### src/rtl/alu_sequencer.sv
// Four-register accumulator-style sequencer driving an external 4-bit ALU
// through a READ/EXEC/WB pipeline. Define ALU_SEQ_ZFLAG_EN to add the zflag output.
module alu_sequencer #(
  parameter int DATA_W = 4,
  parameter int NREGS  = 4
) (
  input  logic              clk,
  input  logic              rst_n,
  input  logic              in_valid,
  output logic              in_ready,
  input  logic [2:0]        in_op,
  input  logic [1:0]        in_rd,
  input  logic [1:0]        in_rs,
  input  logic              in_imm_sel,
  input  logic [DATA_W-1:0] in_imm,
  output logic [DATA_W-1:0] alu_a,
  output logic [DATA_W-1:0] alu_b,
  output logic [2:0]        alu_f,
  input  logic [DATA_W-1:0] alu_y,
  output logic              done,
  output logic [DATA_W-1:0] result,
`ifdef ALU_SEQ_ZFLAG_EN
  output logic              zflag,
`endif
  input  logic [1:0]        dbg_addr,
  output logic [DATA_W-1:0] dbg_data
);

  typedef enum logic [1:0] {S_IDLE, S_READ, S_EXEC, S_WB} state_t;

  state_t            r_state;
  state_t            w_next;
  logic              w_accept;
  logic [2:0]        r_op;
  logic [1:0]        r_rd;
  logic [1:0]        r_rs;
  logic              r_imm_sel;
  logic [DATA_W-1:0] r_imm;
  logic [DATA_W-1:0] r_a;
  logic [DATA_W-1:0] r_b;
  logic [DATA_W-1:0] r_y;
  logic [DATA_W-1:0] r_regs [NREGS];

  always_comb begin
    w_next   = r_state;
    w_accept = 1'b0;
    in_ready = 1'b0;
    done     = 1'b0;
    case (r_state)
      S_IDLE: begin
        in_ready = 1'b1;
        w_accept = in_valid;
        if (in_valid) w_next = S_READ;
      end
      S_READ:  w_next = S_EXEC;
      S_EXEC:  w_next = S_WB;
      S_WB: begin
        done   = 1'b1;
        w_next = S_IDLE;
      end
      default: w_next = S_IDLE;
    endcase
  end

  always_ff @(posedge clk or negedge rst_n) begin
    if (!rst_n) begin
      r_state <= S_IDLE;
    end else begin
      r_state <= w_next;
    end
  end

  // Operands are captured in READ, so rd == rs sees the pre-write value.
  always_ff @(posedge clk or negedge rst_n) begin
    if (!rst_n) begin
      r_op      <= '0;
      r_rd      <= '0;
      r_rs      <= '0;
      r_imm_sel <= 1'b0;
      r_imm     <= '0;
      r_a       <= '0;
      r_b       <= '0;
      r_y       <= '0;
      for (int unsigned i = 0; i < NREGS; i++) begin
        r_regs[i] <= '0;
      end
    end else begin
      if (w_accept) begin
        r_op      <= in_op;
        r_rd      <= in_rd;
        r_rs      <= in_rs;
        r_imm_sel <= in_imm_sel;
        r_imm     <= in_imm;
      end
      if (r_state == S_READ) begin
        r_a <= r_regs[r_rd];
        r_b <= r_imm_sel ? r_imm : r_regs[r_rs];
      end
      if (r_state == S_EXEC) begin
        r_y <= alu_y;
      end
      if (r_state == S_WB) begin
        r_regs[r_rd] <= r_y;
      end
    end
  end

`ifdef ALU_SEQ_ZFLAG_EN
  logic r_zflag;

  always_ff @(posedge clk or negedge rst_n) begin
    if (!rst_n) begin
      r_zflag <= 1'b0;
    end else if (r_state == S_WB) begin
      r_zflag <= (r_y == '0);
    end
  end

  assign zflag = r_zflag;
`endif

  // y_q only changes entering WB, so it doubles as the held result.
  assign result   = r_y;
  assign alu_a    = r_a;
  assign alu_b    = r_b;
  assign alu_f    = r_op;
  assign dbg_data = r_regs[dbg_addr];

endmodule

### config.mk
export PLATFORM = sky130hd
export DESIGN_NAME = alu_sequencer
export DESIGN_NICKNAME = d
export VERILOG_FILES = /design/src/rtl/alu_sequencer.sv
export SDC_FILE = /design/constraint.sdc
export NUM_CORES = 1
export LEC_CHECK = 0
export CAP_MARGIN = 20
export CELL_PAD_IN_SITES_DETAIL_PLACEMENT = 0
export CELL_PAD_IN_SITES_GLOBAL_PLACEMENT = 1
export CORE_MARGIN = 1
export CORE_UTILIZATION = 34
export CTS_CLUSTER_DIAMETER = 50
export DETAILED_ROUTE_END_ITERATION = 12
export MAX_ROUTING_LAYER = met4
export PLACE_DENSITY = 0.67
export SLEW_MARGIN = 20
export SYNTH_ARGS = -nofsm -noshare
export SYNTH_HDL_FRONTEND = slang
export SYNTH_SLANG_ARGS = --single-unit
### constraint.sdc
create_clock -name clk -period 2.3 [get_ports clk]
set_input_delay 0.46 -clock clk [delete_from_list [all_inputs] [get_ports clk]]
set_output_delay 0.46 -clock clk [all_outputs]
set_load 0.01 [all_outputs]
==> results of run 1 <==
[repair_timing]
item	4_1_cts	5_1_grt
endpoints found under the hold margin	0	0
gates resized for setup	3	2
pin swaps	0	0
hold buffers	0	0
gates cloned	0	0
endpoints found under the setup margin	4	3
[registers in the layout, indices dropped and copies added, names as in the netlist]
name / flops
r_rs: 2
r_imm_sel: 1
r_regs: 16
alu_f: 3
r_imm: 4
alu_b: 4
r_rd: 2
result: 4
r_state: 2
alu_a: 4
[layout by cell type, fill, tap and decap left out, drive strengths merged]
master          n
clkdlybuf4s50  37
nand3           1
nand2           1
and2b           1
nor3b           1
ha              4
a21oi           1
inv             3
nor2            2
a221o           4
mux2           37
and3            4
clkbuf          7
nand3b          2
dlymetal6s2s    1
buf             3
nand2b          1
dlygate4sd2     1
dfrtp          42
mux4           12
[cell families (layout without fill, tap and decap cells)]
logic type / count (synthesis) / count (layout) / share of synthesized area (%)
and+or+nand+nor: 13 / 13 / 4.05
buffers and inverters: 7 / 52 / 2.66
adders and majority gates: 4 / 4 / 2.53
muxes: 49 / 49 / 35.3
DFF: 42 / 42 / 53.2
AOI/OAI and AO/OA: 5 / 5 / 2.28
[Yosys cell counts]
| cell type | n | share of area (%) |
|---|---|---|
| and3_2 | 1 | 0.38 |
| clkbuf_8 | 1 | 0.70 |
| buf_6 | 2 | 1.1 |
| a221o_1 | 4 | 2.0 |
| nand3_1 | 1 | 0.25 |
| nand2b_1 | 1 | 0.32 |
| mux2_2 | 37 | 21 |
| ha_1 | 4 | 2.5 |
| nand3b_1 | 2 | 0.76 |
| inv_1 | 3 | 0.57 |
| nand2_1 | 1 | 0.19 |
| nor2_1 | 2 | 0.38 |
| nor3b_1 | 1 | 0.38 |
| mux4_2 | 9 | 10 |
| dfrtp_1 | 42 | 53 |
| and3_1 | 3 | 0.95 |
| a21oi_1 | 1 | 0.25 |
| and2b_2 | 1 | 0.44 |
| mux4_1 | 3 | 4.0 |
| buf_2 | 1 | 0.25 |
[final timing paths]
kind,slack (ns),startpoint,to
max in group asynchronous,1.53,rst_n,r_regs[6]
max reg2reg,0.63,r_state[0],r_imm[2]
min,0.11,rst_n,alu_b[2]
min reg2reg,0.51,r_imm[1],r_imm[1]
max,0.15,r_regs[1],dbg_data[1]
min in group clk,0.51,r_imm[1],r_imm[1]
[metrics by stage]
step,TNS [ns],instance area [sq um]
floorplan,0,1980
global placement,-1.13,2450
detailed placement,-1.15,2450
CTS,0,2530
global route,0,2520
finish,0,2520
[report_power, final]
part           internal [mW]  switching [mW]
registers               1.12           0.419
clock network          0.231           0.225
logic                   1.06           0.509
[worst max-delay path: cells and delay by family (launching register included)]
family                 cells  cell delay [ns]
buffers and inverters      1             0.49
flip-flops                 1             0.43
multiplexers               1             0.49
[routing by layer]
metal  share of wire [%]  GRT usage [%]
met2                  50           25.0
met3                 5.8           3.02
met1                  42           18.5
met4                 1.6           5.93
met5                   0              -
[area by class of cell]
class | count | area, sq um
Clock buffer | 6 | 82.6
Fill cell | 519 | 3020
Multi-Input combinational cell | 71 | 873
Inverter | 3 | 11.3
Sequential cell | 42 | 1050
Timing Repair Buffer | 43 | 417
Tap cell | 72 | 90.1
==> results_dict.tcl, run 1 <==
set metrics [dict create \
    outcome "complete, no violations" \
    core_sq_um 5540 \
    clkTransAtPathRegs_ns 0.07 \
    drcViolationCount 0 \
    num_rows 27 \
    max_slew.worst_pin.slew_ns 0.547 \
    dieWidth_um 78.3 \
    clockBufferDepth 2 \
    finalNetCount 191 \
    worst_slack_ns 0.150 \
    p_leak_nw 1.07 \
    slowest_stage "mux4_2" \
    clock-sinks 42 \
    hp-class "in -> async" \
    grt_overflow 0 \
    synth-seq-cells 42 \
    clockRootBuffer "clkbuf_8" \
    slew_violations 0 \
    clk_latency_ns 0.29 \
    ys_warn_count 0 \
    holdWs_ns 0.110 \
    hold_violations 0 \
    instances_no_fill 237 \
    synthCells 120 \
    crit_path_end_kind "output port" \
    num_vias 1245 \
    period_minus_slack_ns 2.15 \
    wl_per_cell_um 17.0 \
    ir_worst_vdd_mv 0.719 \
    critPathMaxStageDelay_ns 0.49 \
    synthesis.area_sq_um 1980 \
    startpoint_type "flip-flop" \
    cts_buffers 5 \
    crit_chain "mux4_2 -> clkdlybuf4s50_1" \
    cts_tree "yes" \
    h-tree-depth 2 \
    io_pins 42 \
    ys_types 20 \
    relSlewSlack_pct 63.4 \
    skew_ns 0.00605 \
    rsz0062_at_grt "no" \
    dp.cells 231 \
    reg2reg_depth 4 \
    via_per_inst 5.25 \
    firstDrtPassIters 4 \
    initial_utilization_pct 35.7 \
    grt_max_degree 23 \
    seq_area_frac_synth_pct 53.2 \
    ant_nets 0 \
    wl_mm 4.03 \
    cts_setup_buffers 0 \
    fin_crit_sh_pct 93.5 \
    required_ns 1.84 \
    worstPathMaxFanout 4 \
    antenna_cells 0 \
    grt_pass1_wl_mm 6.91 \
    maxCapViolCount 0 \
    post-place-ws_ns -0.302 \
    drt-initial-drc-count 28 \
    grt_pass1_vias 1363 \
    port_buffers 41 \
    drive_gt1_share_pct 35.2 \
    clock.fmax_ghz 0.465 \
    die_height_um 78.3 \
    fin_util_pct 45.6 \
    hpwl_mm 3.08 \
    place_congestion 0.753 \
    area_delta_synth_final_pct 27.7 \
    dieArea_sq_um 6120 \
    power.total_mw 3.57 \
    worstSetupPathType "reg -> out" \
    cellPowerDensity_nw_per_um2 1410 \
    postSynthAreaPerCell_sq_um 16.5 \
    syn_nets 145 \
    grt_util_all_layers_pct 15.2 \
    setup_viol 0 \
    antenna_found_initial 0 \
    worst-endpoint-arrival_ns 1.69 \
]
No activity file was read; power rests on OpenSTA's default activity.
==> run 2, diff against run 1 <==
--- a/config.mk
+++ b/config.mk
@@ -5,6 +5,7 @@
 export SDC_FILE = /design/constraint.sdc
 export NUM_CORES = 1
 export LEC_CHECK = 0
+export ABC_CLOCK_PERIOD_IN_PS = 2300
 export CAP_MARGIN = 20
 export CELL_PAD_IN_SITES_DETAIL_PLACEMENT = 0
 export CELL_PAD_IN_SITES_GLOBAL_PLACEMENT = 1
@@ -13,7 +14,8 @@
 export CTS_CLUSTER_DIAMETER = 50
 export DETAILED_ROUTE_END_ITERATION = 12
 export MAX_ROUTING_LAYER = met4
-export PLACE_DENSITY = 0.67
+export PLACE_DENSITY_LB_ADDON = 0.08
+export SKIP_LAST_GASP = 1
 export SLEW_MARGIN = 20
 export SYNTH_ARGS = -nofsm -noshare
 export SYNTH_HDL_FRONTEND = slang
==> run 2 against run 1 <==
Compared with the run above:
- routed wire length shrank 0.87%
- sequential share of layout area down 1.3 points
- sequential power about the same
- clock-buffer cell count unchanged
- combinational power about the same
==> results_dict.tcl, run 2 (same netlist as run 1, synthesis figures left out) <==
set metrics [dict create \
    outcome "complete, no violations" \
    finalNetCount 193 \
    drive_gt1_share_pct 36.1 \
    hpwl_mm 3.09 \
    path_buf_inv 2 \
    critPathTopFamily "buffers and inverters" \
    die_height_um 78.3 \
    top_register "r_regs" \
    max_slew.worst_pin.slew_ns 0.543 \
    clk_latency_ns 0.29 \
    wl_per_cell_um 16.6 \
    drcViolationCount 0 \
    critPathMaxStageDelay_ns 0.53 \
    clock-sinks 42 \
    layout_common_cells "dfrtp_1, clkdlybuf4s50_1, mux2_2" \
    io_pins 42 \
    dieArea_sq_um 6120 \
    grt_max_degree 23 \
    crit_chain "clkdlybuf4s15_2 -> mux4_2 -> clkdlybuf4s50_1" \
    slowest_stage "mux4_2" \
    area_delta_synth_final_pct 31.8 \
    setup_viol 0 \
    required_ns 1.84 \
    period_minus_slack_ns 2.21 \
    fin_crit_sh_pct 95.9 \
    crit_path_end_kind "output port" \
    via_per_inst 4.96 \
    worstPathMaxFanout 4 \
    num_vias 1195 \
    grt_pass1_vias 1350 \
    initial_utilization_pct 35.7 \
    grt_overflow 0 \
    cellPowerDensity_nw_per_um2 1460 \
    dp.cells 232 \
    largest_register_ffs 16 \
    relSlewSlack_pct 63.7 \
    slew_violations 0 \
    ir_worst_vdd_mv 0.563 \
    cts_buffers 5 \
    num_rows 27 \
    hp-class "in -> async" \
    startpoint_type "primary input" \
    grt_pass1_wl_mm 6.88 \
    instances_no_fill 241 \
    grt_util_all_layers_pct 15.4 \
    p_leak_nw 1.10 \
    cts_tree "yes" \
    clock.fmax_ghz 0.454 \
    h-tree-depth 2 \
    drt-initial-drc-count 54 \
    clockBufferDepth 2 \
    final_common_cell "dfrtp_1" \
    firstDrtPassIters 4 \
    dieWidth_um 78.3 \
    wl_mm 4.00 \
    antenna_cells 0 \
    core_sq_um 5540 \
    ant_nets 0 \
    port_buffers 41 \
    hold_violations 0 \
    fin_util_pct 47.0 \
    clockRootBuffer "clkbuf_8" \
    rsz0062_at_grt "no" \
    worst-endpoint-arrival_ns 1.75 \
    skew_ns 0.00916 \
    antenna_found_initial 0 \
    worstSetupPathType "in -> out" \
    place_congestion 0.731 \
    clkTransAtPathRegs_ns 0.08 \
    maxCapViolCount 0 \
]
[run 2: changes by cell type in the layout (fill, tap and decap cells not counted), sizes merged]
| cell | before | now |
|---|---|---|
| buf | 3 | 4 |
| bufinv | 0 | 2 |
| clkbuf | 7 | 6 |
| clkdlybuf4s15 | 0 | 1 |
| clkdlybuf4s50 | 37 | 38 |
| dlygate4sd3 | 0 | 1 |
| dlymetal6s2s | 1 | 0 |
[run 2: per-stage QoR]
stage | instance area (sq um) | hold slack [ns] | TNS [ns] | setup WS (ns) | power (mW)
global route | 2610 | 0.477 | 0 | 0.0637 | 4.08
global placement | 2450 | 0.259 | -1.13 | -0.295 | 3.07
detailed placement | 2450 | 0.265 | -1.19 | -0.310 | 3.14
floorplan | 1980 | 0.164 | 0 | 0.745 | 2.49
CTS | 2610 | 0.484 | 0 | 0.0863 | 3.86
finish | 2610 | 0.488 | 0 | 0.0950 | 3.81
[run 2: worst paths after layout]
| path | start | end | slack, ns | cells after the start |
|---|---|---|---|---|
| hold / removal | rst_n | alu_a[0] | 0.49 | 2 |
| min in group clk | alu_a[3] | alu_a[3] | 0.51 | 1 |
| hold reg to reg | alu_a[3] | alu_a[3] | 0.51 | 1 |
| setup / recovery | dbg_addr[0] | dbg_data[1] | 0.09 | 3 |
| setup reg to reg | r_state[0] | r_imm[1] | 0.61 | 4 |
| max in group asynchronous | rst_n | r_regs[13] | 1.34 | 3 |
[run 2: cell type report]
type                            count  area [sq um]
Sequential cell                    42          1050
Clock buffer                        6          82.6
Multi-Input combinational cell     71           873
Fill cell                         495          2930
Timing Repair Buffer               45           438
Tap cell                           72          90.1
Inverter                            3          11.3
Clock inverter                      2          60.1
[run 2: repair_timing]
item / in CTS / in global routing
hold endpoints to repair: 2 / 0
setup buffers: 0 / 0
setup endpoints to repair: 4 / 0
gates resized for setup: 4 / 0
hold buffers: 1 / 0
[run 2: power breakdown]
group / switching, mW / internal [mW] / total [mW]
logic: 0.519 / 1.07 / 1.59
registers: 0.391 / 1.12 / 1.51
clock network: 0.246 / 0.463 / 0.709
total: 1.16 / 2.65 / 3.81
[run 2: worst reg2reg max path: stages (launching register included)]
cell	delay (ns)
dfrtp_1	0.40
inv_1	0.08
ha_1	0.26
nand2_1	0.43
mux2_2	0.40
[run 2: metal layers]
metal,vias to the layer above,global-route usage [%],wire length [um]
met5,-,-,0
met4,0,4.44,53
met3,6,3.95,177
met2,32,24.9,2010
met1,607,19.0,1760
li1,550,-,-
==> run 3, diff against run 2 <==
--- a/config.mk
+++ b/config.mk
@@ -9,9 +9,11 @@
 export CAP_MARGIN = 20
 export CELL_PAD_IN_SITES_DETAIL_PLACEMENT = 0
 export CELL_PAD_IN_SITES_GLOBAL_PLACEMENT = 1
+export CORE_ASPECT_RATIO = 1.75
 export CORE_MARGIN = 1
 export CORE_UTILIZATION = 34
 export CTS_CLUSTER_DIAMETER = 50
+export CTS_CLUSTER_SIZE = 24
 export DETAILED_ROUTE_END_ITERATION = 12
 export MAX_ROUTING_LAYER = met4
 export PLACE_DENSITY_LB_ADDON = 0.08
==> run 3 against run 2 <==
Compared with the run above:
- setup slack better by 0.012 ns
- cell count up 2.1%
- core utilization fell by 1.2 points
- critical endpoint is now dbg_data[3]
- largest cell class unchanged
- highest routed layer unchanged
==> results_dict.tcl, run 3 (same netlist as run 1, synthesis figures left out) <==
set metrics [dict create \
    via_per_inst 4.98 \
    firstDrtPassIters 4 \
    dieArea_sq_um 6140 \
    core_sq_um 5590 \
    cts_tree "yes" \
    period_minus_slack_ns 2.19 \
    slowest_stage "mux4_2" \
    relSlewSlack_pct 63.5 \
    dp.cells 238 \
    cts_buffers 5 \
    drt-initial-drc-count 26 \
    hpwl_mm 3.11 \
    antenna_found_initial 0 \
    largest_register_ffs 16 \
    holdWs_ns 0.242 \
    crit_chain "clkdlybuf4s50_1 -> buf_4 -> mux4_2 -> clkbuf_2" \
    clockBufferDepth 2 \
    fin_crit_sh_pct 95.3 \
    port_buffers 41 \
    drcViolationCount 0 \
    clock.fmax_ghz 0.456 \
    clockRootBuffer "clkbuf_8" \
    worst-endpoint-arrival_ns 1.73 \
    slew_violations 0 \
    skew_ns 0.00589 \
    post-place-ws_ns -0.263 \
    final_common_cell "dfrtp_1" \
    rsz0062_at_grt "no" \
    hold_violations 0 \
    cellPowerDensity_nw_per_um2 1430 \
    dieWidth_um 59.6 \
    clkTransAtPathRegs_ns 0.07 \
    area_delta_synth_final_pct 29.5 \
    die_height_um 103 \
    clock-sinks 42 \
    num_vias 1225 \
    layout_common_cells "dfrtp_1, mux2_2, clkdlybuf4s50_1" \
    place_congestion 0.749 \
    finalNetCount 194 \
    required_ns 1.84 \
    maxCapViolCount 0 \
    grt_max_degree 43 \
    worst_slack_ns 0.107 \
    ant_nets 0 \
    startpoint_type "primary input" \
    wl_per_cell_um 17.2 \
    grt_pass1_vias 1252 \
    grt_pass1_wl_mm 6.71 \
    crit_path_end_kind "output port" \
    num-fill-cells 547 \
    clk_latency_ns 0.29 \
    hp-class "in -> async" \
    h-tree-depth 2 \
    grt_overflow 0 \
    outcome "complete, no violations" \
    grt_util_all_layers_pct 15.7 \
    wl_mm 4.23 \
    max_slew.worst_pin.slew_ns 0.548 \
    antenna_cells 0 \
    initial_utilization_pct 35.4 \
    ir_worst_vdd_mv 0.618 \
    setup_viol 0 \
    p_leak_nw 1.08 \
    io_pins 42 \
    critPathTopFamily "buffers and inverters" \
    top_register "r_regs" \
    path_buf_inv 3 \
    critPathMaxStageDelay_ns 0.51 \
    worstSetupPathType "in -> out" \
    drive_gt1_share_pct 37.6 \
    instances_no_fill 246 \
    num_rows 36 \
    worstPathMaxFanout 4 \
]
[run 3: changes by cell type in the layout (fill, tap and decap cells not counted), sizes merged]
cell,previous run,this run
buf,4,6
bufinv,2,1
clkbuf,6,11
clkdlybuf4s15,1,0
clkdlybuf4s50,38,36
dlygate4sd2,1,0
dlygate4sd3,1,0
[run 3: cell type report]
type | count | area [sq um] | area share [%]
Inverter | 3 | 11.3 | 0.440
Clock buffer | 7 | 76.3 | 2.98
Multi-Input combinational cell | 71 | 873 | 34.1
Timing Repair Buffer | 46 | 423 | 16.5
Tap cell | 76 | 95.1 | 3.71
Sequential cell | 42 | 1050 | 41.1
Clock inverter | 1 | 30.0 | 1.17
[run 3: report_power, final]
part	internal, mW	total, mW	switching (mW)	leakage [nW]
Sequential	1.12	1.49	0.371	0.502
Combinational	1.05	1.60	0.549	0.527
Clock	0.325	0.570	0.246	0.0524
Total	2.49	3.66	1.17	1.08
[run 3: path summary, 6_finish.rpt]
| kind | from | to | slack [ns] | cells after the start |
|---|---|---|---|---|
| worst min-delay path | rst_n | alu_f[2] | 0.24 | 2 |
| worst max register to register | r_state[1] | r_regs[14] | 0.51 | 4 |
| worst min register to register | alu_f[1] | alu_f[1] | 0.51 | 1 |
| min in group clk | alu_f[1] | alu_f[1] | 0.51 | 1 |
| worst max-delay path | dbg_addr[0] | dbg_data[3] | 0.11 | 4 |
| max in group asynchronous | rst_n | r_rd[0] | 1.69 | 2 |
[run 3: what timing repair did]
action,CTS,global route
setup endpoints to repair,4,4
buffers inserted,0,0
endpoints found under the hold margin,0,0
gates resized for setup,8,4
hold buffers,0,0
[run 3: routing by layer]
layer / up-vias / part of all wire, % / GRT usage, %
met5: - / 0 / -
met4: 0 / 1.6 / 5.90
met3: 5 / 3.2 / 3.51
met2: 31 / 56 / 27.4
met1: 638 / 40 / 17.0
li1: 551 / - / -
[run 3: worst reg2reg max path, stage by stage (launching register included)]
cell,delay [ns]
dfrtp_1,0.40
ha_1,0.27
nor3b_1,0.47
buf_4,0.21
mux2_2,0.32
[run 3: stage by stage]
stage / total power, mW / TNS (ns) / utilization (%) / area [sq um]
6_report: 3.66 / 0 / 45.8 / 2560
5_1_grt: 3.91 / 0 / 45.8 / 2560
4_1_cts: 3.74 / -0.0155 / 46.2 / 2580
3_5_place_dp: 3.17 / -0.961 / 44.3 / 2470
3_3_place_gp: 3.11 / -0.938 / 44.3 / 2470
2_1_floorplan: 2.49 / 0 / - / 1980
